`config.mk`:
```
export PLATFORM = sky130hd
export DESIGN_NAME = edge_gen
export DESIGN_NICKNAME = d
export VERILOG_FILES = /design/src/rtl/edge_gen_pkg.sv /design/src/rtl/edge_gen_hold_timer.sv /design/src/rtl/edge_gen.sv
export SDC_FILE = /design/constraint.sdc
export NUM_CORES = 1
export LEC_CHECK = 0
export ABC_CLOCK_PERIOD_IN_PS = 7050
export CAP_MARGIN = 20
export CORE_AREA = 8 8 45 47
export DETAILED_ROUTE_END_ITERATION = 6
export DIE_AREA = 0 0 53 55
export PLACE_DENSITY = 0.66
export SETUP_SLACK_MARGIN = 0.05
export SLEW_MARGIN = 20
export SYNTH_ARGS = -nofsm -noshare
export SYNTH_HDL_FRONTEND = slang
export SYNTH_HIERARCHICAL = 1
export SYNTH_SLANG_ARGS = --single-unit
```
`constraint.sdc`:
```
create_clock -name clk -period 7.05 [get_ports clk]
set_input_delay 2.115 -clock clk [delete_from_list [all_inputs] [get_ports clk]]
set_output_delay 2.115 -clock clk [all_outputs]
set_load 0.02 [all_outputs]
```
`src/rtl/edge_gen_pkg.sv`:
```
// edge_gen_pkg: shared state type, timer width and request decode for edge_gen.
package edge_gen_pkg;

   typedef enum logic [1:0] {IDLE, HOLD, PEND} edge_gen_state_t;

   function automatic int hold_w(input int min_hold);
      return (min_hold < 1) ? 1 : $clog2(min_hold + 1);
   endfunction

   // Toggle wins over rise/fall; rise together with fall acts as a toggle.
   function automatic logic next_target(input logic rise, input logic fall, input logic toggle,
                                        input logic target);
      return (toggle || (rise && fall)) ? ~target : rise ? 1'b1 : fall ? 1'b0 : target;
   endfunction

endpackage

```
`src/rtl/edge_gen_hold_timer.sv`:
```
// edge_gen_hold_timer: loadable down-counter that stops at zero.
module edge_gen_hold_timer #(
   parameter int W = 3
) (
   input  logic         clk,
   input  logic         rstn,
   input  logic         load_i,
   input  logic [W-1:0] load_val_i,
   output logic         expired_o,
   output logic         last_o
);
   logic [W-1:0] cnt_q, cnt_d;
   always_comb cnt_d = load_i ? load_val_i : expired_o ? cnt_q : cnt_q - 1'b1;
   always_ff @(posedge clk) begin
      if (!rstn) cnt_q <= '0;
      else       cnt_q <= cnt_d;
   end
   assign expired_o = cnt_q == '0;
   assign last_o    = cnt_q == W'(1);
endmodule

```
`src/rtl/edge_gen.sv`:
```
// edge_gen: rebuilds a level from rise/fall/toggle pulses with a minimum hold time.
// Define EDGE_GEN_CNT_EN to add the edge_cnt output counting changes of out.
module edge_gen
   import edge_gen_pkg::*;
#(
   parameter int MIN_HOLD = 4,
   parameter int CNT_W    = 16
) (
   input  logic             clk,
   input  logic             rstn,
   input  logic             rise_req,
   input  logic             fall_req,
   input  logic             toggle_req,
   output logic             out,
   output logic             busy,
   output logic             drop
`ifdef EDGE_GEN_CNT_EN
   ,
   output logic [CNT_W-1:0] edge_cnt
`endif
);
   localparam int HW = hold_w(MIN_HOLD);
   edge_gen_state_t state_q, state_d;
   logic out_q, out_d, target_q, target_d, drop_q, drop_d, busy_q;
   logic nt, load, apply, expired, last;
   assign nt = next_target(rise_req, fall_req, toggle_req, target_q);
   edge_gen_hold_timer #(.W(HW)) u_timer (
      .clk        (clk),
      .rstn       (rstn),
      .load_i     (load),
      .load_val_i (HW'(MIN_HOLD - 1)),
      .expired_o  (expired),
      .last_o     (last)
   );
   always_ff @(posedge clk) begin
      if (!rstn) begin
         state_q  <= IDLE;
         out_q    <= 1'b0;
         target_q <= 1'b0;
         drop_q   <= 1'b0;
         busy_q   <= 1'b0;
      end else begin
         state_q  <= state_d;
         out_q    <= out_d;
         target_q <= target_d;
         drop_q   <= drop_d;
         busy_q   <= state_d != IDLE;
      end
   end
   // PEND lingers at count zero for one cycle so out is held the full MIN_HOLD cycles.
   always_comb begin
      state_d = state_q;
      case (state_q)
         IDLE:    state_d = (nt != out_q && MIN_HOLD > 1) ? HOLD : IDLE;
         HOLD:    state_d = (nt != out_q) ? PEND : last ? IDLE : HOLD;
         PEND:    state_d = expired ? ((nt != target_q) ? PEND : HOLD)
                                    : (nt == out_q) ? (last ? IDLE : HOLD) : PEND;
         default: state_d = IDLE;
      endcase
   end
   always_comb begin
      apply    = state_q == PEND && expired;
      load     = (state_q == IDLE && nt != out_q) || apply;
      out_d    = (state_q == IDLE) ? nt : apply ? target_q : out_q;
      target_d = nt;
      drop_d   = state_q == PEND && !expired && nt == out_q;
   end
   assign out  = out_q;
   assign busy = busy_q;
   assign drop = drop_q;
`ifdef EDGE_GEN_CNT_EN
   logic [CNT_W-1:0] cnt_q;
   always_ff @(posedge clk) begin
      if (!rstn) cnt_q <= '0;
      else       cnt_q <= cnt_q + CNT_W'(out_d != out_q);
   end
   assign edge_cnt = cnt_q;
`endif
endmodule
```
==> results of run 1 <==
==> registers in the layout, summed over array words and instances, names as in the netlist <==
name	count
drop	1
out	1
target_q	1
busy	1
state_q	2
u_timer/cnt_q	3
==> per-stage QoR <==
| stage | cells | power, mW |
|---|---|---|
| 2_1_floorplan | 63 | 0.1820 |
| 3_3_place_gp | 86 | 0.2144 |
| 3_5_place_dp | 86 | 0.2175 |
| 4_1_cts | 90 | 0.2593 |
| 5_1_grt | 90 | 0.2805 |
| 6_report | 90 | 0.2566 |
==> power breakdown <==
group          total (mW)  leakage [nW]  switching [mW]  internal (mW)
logic               0.129         0.188          0.0657         0.0635
registers          0.0869        0.0746          0.0183         0.0686
clock network      0.0406        0.0150          0.0188         0.0218
==> final cells by class <==
type                    count  area (um^2)
fillers                   132        678.2
multi-input cells          48        386.6
flip-flops and latches      9        180.2
repair buffers              7        70.07
clock buffers               4        26.28
inverters                   6        22.52
well taps                  16        20.02
==> worst max-delay path, cell delays in order <==
cell and delay, ps:
clkdlybuf4s50_1 470, or3b_4 450, a21oi_2 260, o21bai_2 140, a21oi_1 440, nor2b_1 100
a2111oi_1 370
==> routing by layer <==
| metal | track usage, % | wire length, um | up-vias |
|---|---|---|---|
| met3 | 2.941 | 73 | 0 |
| met2 | 17.97 | 622 | 8 |
| met1 | 8.636 | 518 | 230 |
| met5 | 0 | 0 | - |
| met4 | 6.466 | 0 | 0 |
| li1 | - | - | 251 |
==> path summary, 6_finish.rpt <==
kind / from / to / slack [ps]
max: toggle_req / u_timer/cnt_q[1] / 2860
max reg2reg: target_q / u_timer/cnt_q[1] / 4800
min reg2reg: state_q[1] / drop / 590
min: state_q[1] / drop / 590
==> layout by cell type, fill, tap and decap left out, types with 2 or more instances in the layout <==
cell / n
a2111oi_1: 2
nor3b_1: 2
conb_1: 3
nor2b_2: 2
nor2b_1: 4
nand2b_1: 2
nor4b_1: 3
a21oi_1: 3
dfxtp_1: 9
clkbuf_4: 3
clkdlybuf4s50_1: 7
inv_1: 6
o21bai_2: 2
ha_1: 3
nand2_1: 3
==> logic make-up after synthesis <==
| family | Yosys count | synth area share [%] |
|---|---|---|
| compound gates | 17 | 26.07 |
| fa+ha+maj | 3 | 6.411 |
| buf+inv | 6 | 3.846 |
| flops | 9 | 30.77 |
| mux | 1 | 1.923 |
| other cells | 2 | 1.283 |
| simple gates | 24 | 29.70 |
==> flow_summary.toml, run 1 <==
[setup_path]
startpoint_type = "primary input"
end_kind = "flop"
cp.required_ps = 7200
rr_worst_depth = 6
critPathMaxFanout = 8
cp_data_arrival_time_ps = 4340
crit_type = "primary input to flop"

[cts]
numCtsBuffers = 3
post-cts-setup-buffer-count = 0
clock-sinks = 9
insertion_delay_ps = 260
root_buffer = "clkbuf_4"
cts_tree = "done"
ctsHtreeMaxLevel = 1
hold_buffers = 0
cts_buffer_depth = 2
cts-resized-gates = 0
path_clk_slew_ps = 70

[status]
outcome = "finished clean"

[hold_path]
hp-class = "flop to flop"
holdPathStages = 2

[die]
rows = 14
io_pins = 8
fp.dieH_um = 55
core_mm2 = 0.001384
die_w_um = 53
die_area_mm2 = 0.002915
start_util_pct = 42.31

[pwr]
p_leak_nw = 0.2773
p_per_area_mw_per_mm2 = 363.6
peakVddDrop_mv = 0.1448

[timing]
drv_slew = 0
period_needed_ps = 4193
rsz0062_at_grt = "no"
finalHoldViolations = 0
fin_crit_sh_pct = 59.48
fin_ws_ps = 2857
finalSetupTns_ps = 0
max_clock_freq_mhz = 238.5
skew_ps = 7.948
timing.hold.ws_ps = 593.7
setup_viol = 0

[place]
post-dp-hpwl_um = 958.8
port-buffer-count = 7
place.gp.congestion = 0.7202
pre_cts_slack_ps = 2581
post_dp_cell_area_um2 = 679.4

[drt]
viasPerCell = 5.433
vias = 489
wl_per_cell_um = 13.49
drtIter0Drc = 8
drt-total-wl_um = 1214
ant_nets = 0
drc_errors = 0
dr.pass1.iters = 4

[yosys]
syn_area_um2 = 585.6
syn_inst = 62
ys_top_cells_by_count = "dfxtp_1, inv_1, nor2b_1"
synth-edff-count = 0
ys_warn_count = 6
yosysTopAreaCellShare_pct = 30.77
seq_area_frac_synth_pct = 30.77
synth_area_leader_cell = "dfxtp_1"
synth.most_common_cell = "dfxtp_1"
yosysUniqueCellTypes = 32
syn_area_per_cell_um2 = 9.445
ys.flop_type = "dfxtp_1"
synth-seq-cells = 9
ys_top_cells_by_area = "dfxtp_1, ha_1, nor4b_1"
async_flop_share_pct = 0

[grt]
grt_max_degree = 9
grt_antenna_before_repair = 0
grt_use_total_pct = 9.552
grt_overflow_total = 0
grt_pass1_vias = 503
grt_pass1_wl_um = 2063

[layout]
nNetsFinal = 83
fin_util_pct = 50.99
fin_area_um2 = 705.7
n_antenna_cell = 0
layout-drive-gt1-share_pct = 20.27
area_growth_pct = 20.51

[flow_run]
cap_violations = 0
(Power assumes the default switching activity.)
==> run 2, diff against run 1 <==
ABC_CLOCK_PERIOD_IN_PS = 4000   (was 7050)
clock period = 4 ns   (was 7.05 ns; I/O delays follow)
==> flow_summary.toml, run 2 (synthesis gave the netlist of run 1 again) <==
[cts]
cts_tree = "done"
cts_buffer_depth = 2
root_buffer = "clkbuf_4"
hold_buffers = 0
insertion_delay_ps = 260
numCtsBuffers = 3
cts-resized-gates = 0
path_clk_slew_ps = 70
post-cts-setup-buffer-count = 0
ctsHtreeMaxLevel = 1
clock-sinks = 9

[die]
io_pins = 8
die_w_um = 53
core_mm2 = 0.001384
rows = 14
start_util_pct = 42.31
fp.dieH_um = 55
die_area_mm2 = 0.002915

[setup_path]
worstReg2RegStart = "target_q"
crit_start = "toggle_req"
reg2reg_to = "u_timer/cnt_q[1]"
cp_data_arrival_time_ps = 3420
crit_family = "compound AO/OA/AOI/OAI gates"
critPathMaxFanout = 8
startpoint_type = "primary input"
crit_cells = 7
rr_worst_depth = 6
cp_slowest_cell = "clkdlybuf4s50_1"
cp_cell_sequence = "clkdlybuf4s50_1 -> or3b_4 -> a21oi_2 -> o21bai_2 -> a21oi_1 -> nor2b_1 -> a2111oi_1"
cp_slowest_stage_delay_ps = 450
endpoint = "u_timer/cnt_q[1]"
crit_type = "primary input to flop"
path_buf_inv = 1
reg2reg_slack_ps = 1750
end_kind = "flop"
cp.required_ps = 4140

[timing]
max_clock_freq_mhz = 304.6
skew_ps = 7.385
finalHoldViolations = 0
setup_viol = 0
timing.hold.ws_ps = 569.9
fin_ws_ps = 717.2
rsz0062_at_grt = "no"
period_needed_ps = 3283
drv_slew = 0
worst_pin_slew_ps = 509.1
fin_crit_sh_pct = 82.07
slew_headroom_pct = 66.06
finalSetupTns_ps = 0

[pwr]
peakVddDrop_mv = 0.2513
p_per_area_mw_per_mm2 = 632.3
p_leak_nw = 0.2773

[grt]
grt_pass1_wl_um = 1980
grt_pass1_vias = 458
grt_antenna_before_repair = 0
grt_use_total_pct = 9.016
grt_overflow_total = 0
grt_max_degree = 9

[drt]
drc_errors = 0
vias = 465
drtIter0Drc = 4
wl_per_cell_um = 12.22
ant_nets = 0
drt-total-wl_um = 1100
viasPerCell = 5.167
dr.pass1.iters = 4

[layout]
layout-drive-gt1-share_pct = 20.27
largest_register_ff_count = 3
ff_latch_area_um2 = 180.2
n_antenna_cell = 0
final_cell_mix = "dfxtp_1, clkdlybuf4s50_1, inv_1"
final_common_cell = "dfxtp_1"
nNetsFinal = 83
nFillCells = 137
area_growth_pct = 20.51
regMostFlops = "u_timer/cnt_q"
fin_area_um2 = 705.7
reg.largest.list = "u_timer/cnt_q: 3 flops, state_q: 2 flops"
multi_input_area_um2 = 386.6
stdcell_count = 90

[place]
post-dp-hpwl_um = 851.1
dp.cells = 86
pre_cts_slack_ps = 450.2
post_dp_cell_area_um2 = 679.4
port-buffer-count = 7
place.gp.congestion = 0.7925

[status]
outcome = "finished clean"

[hold_path]
hp-class = "flop to flop"

[flow_run]
cap_violations = 0
==> run 2: cell counts in the layout (fill, tap and decap cells not counted) <==
No cell type changed its count.
==> run 2: metrics by stage <==
stage               power (mW)  util [%]
floorplan               0.3207         -
global placement        0.3754     49.10
detailed placement      0.3778     49.10
CTS                     0.4487     50.99
global route            0.4888     50.99
finish                  0.4462     50.99
==> run 2: metal layers <==
metal | GRT usage (%) | share of wire [%]
met1 | 11.09 | 50
met2 | 13.48 | 43
met3 | 2.941 | 6.2
met4 | 5.172 | 0
met5 | 0 | 0
==> run 2: worst min path at each step <==
stage                           from  endpoint  cells after the start
after CTS                 state_q[0]       out                      1
after detailed placement  state_q[0]       out                      1
after global routing      state_q[0]       out                      1
after floorplan           state_q[0]       out                      1
after global placement    state_q[0]       out                      1
final                     state_q[0]       out                      1
==> run 2: power breakdown <==
| group | internal [mW] | total [mW] | leakage [nW] | switching [mW] |
|---|---|---|---|---|
| Sequential | 0.121 | 0.151 | 0.0746 | 0.0304 |
| Combinational | 0.111 | 0.225 | 0.188 | 0.114 |
| Clock | 0.0384 | 0.0697 | 0.0150 | 0.0313 |
| Total | 0.271 | 0.446 | 0.277 | 0.176 |
==> run 2: layout make-up <==
class,count,area share [%]
tap,16,2.837
sequential,9,25.53
inverter,6,3.191
multi-input combinational,48,54.79
clock buffer,4,3.723
timing repair buffer,7,9.929
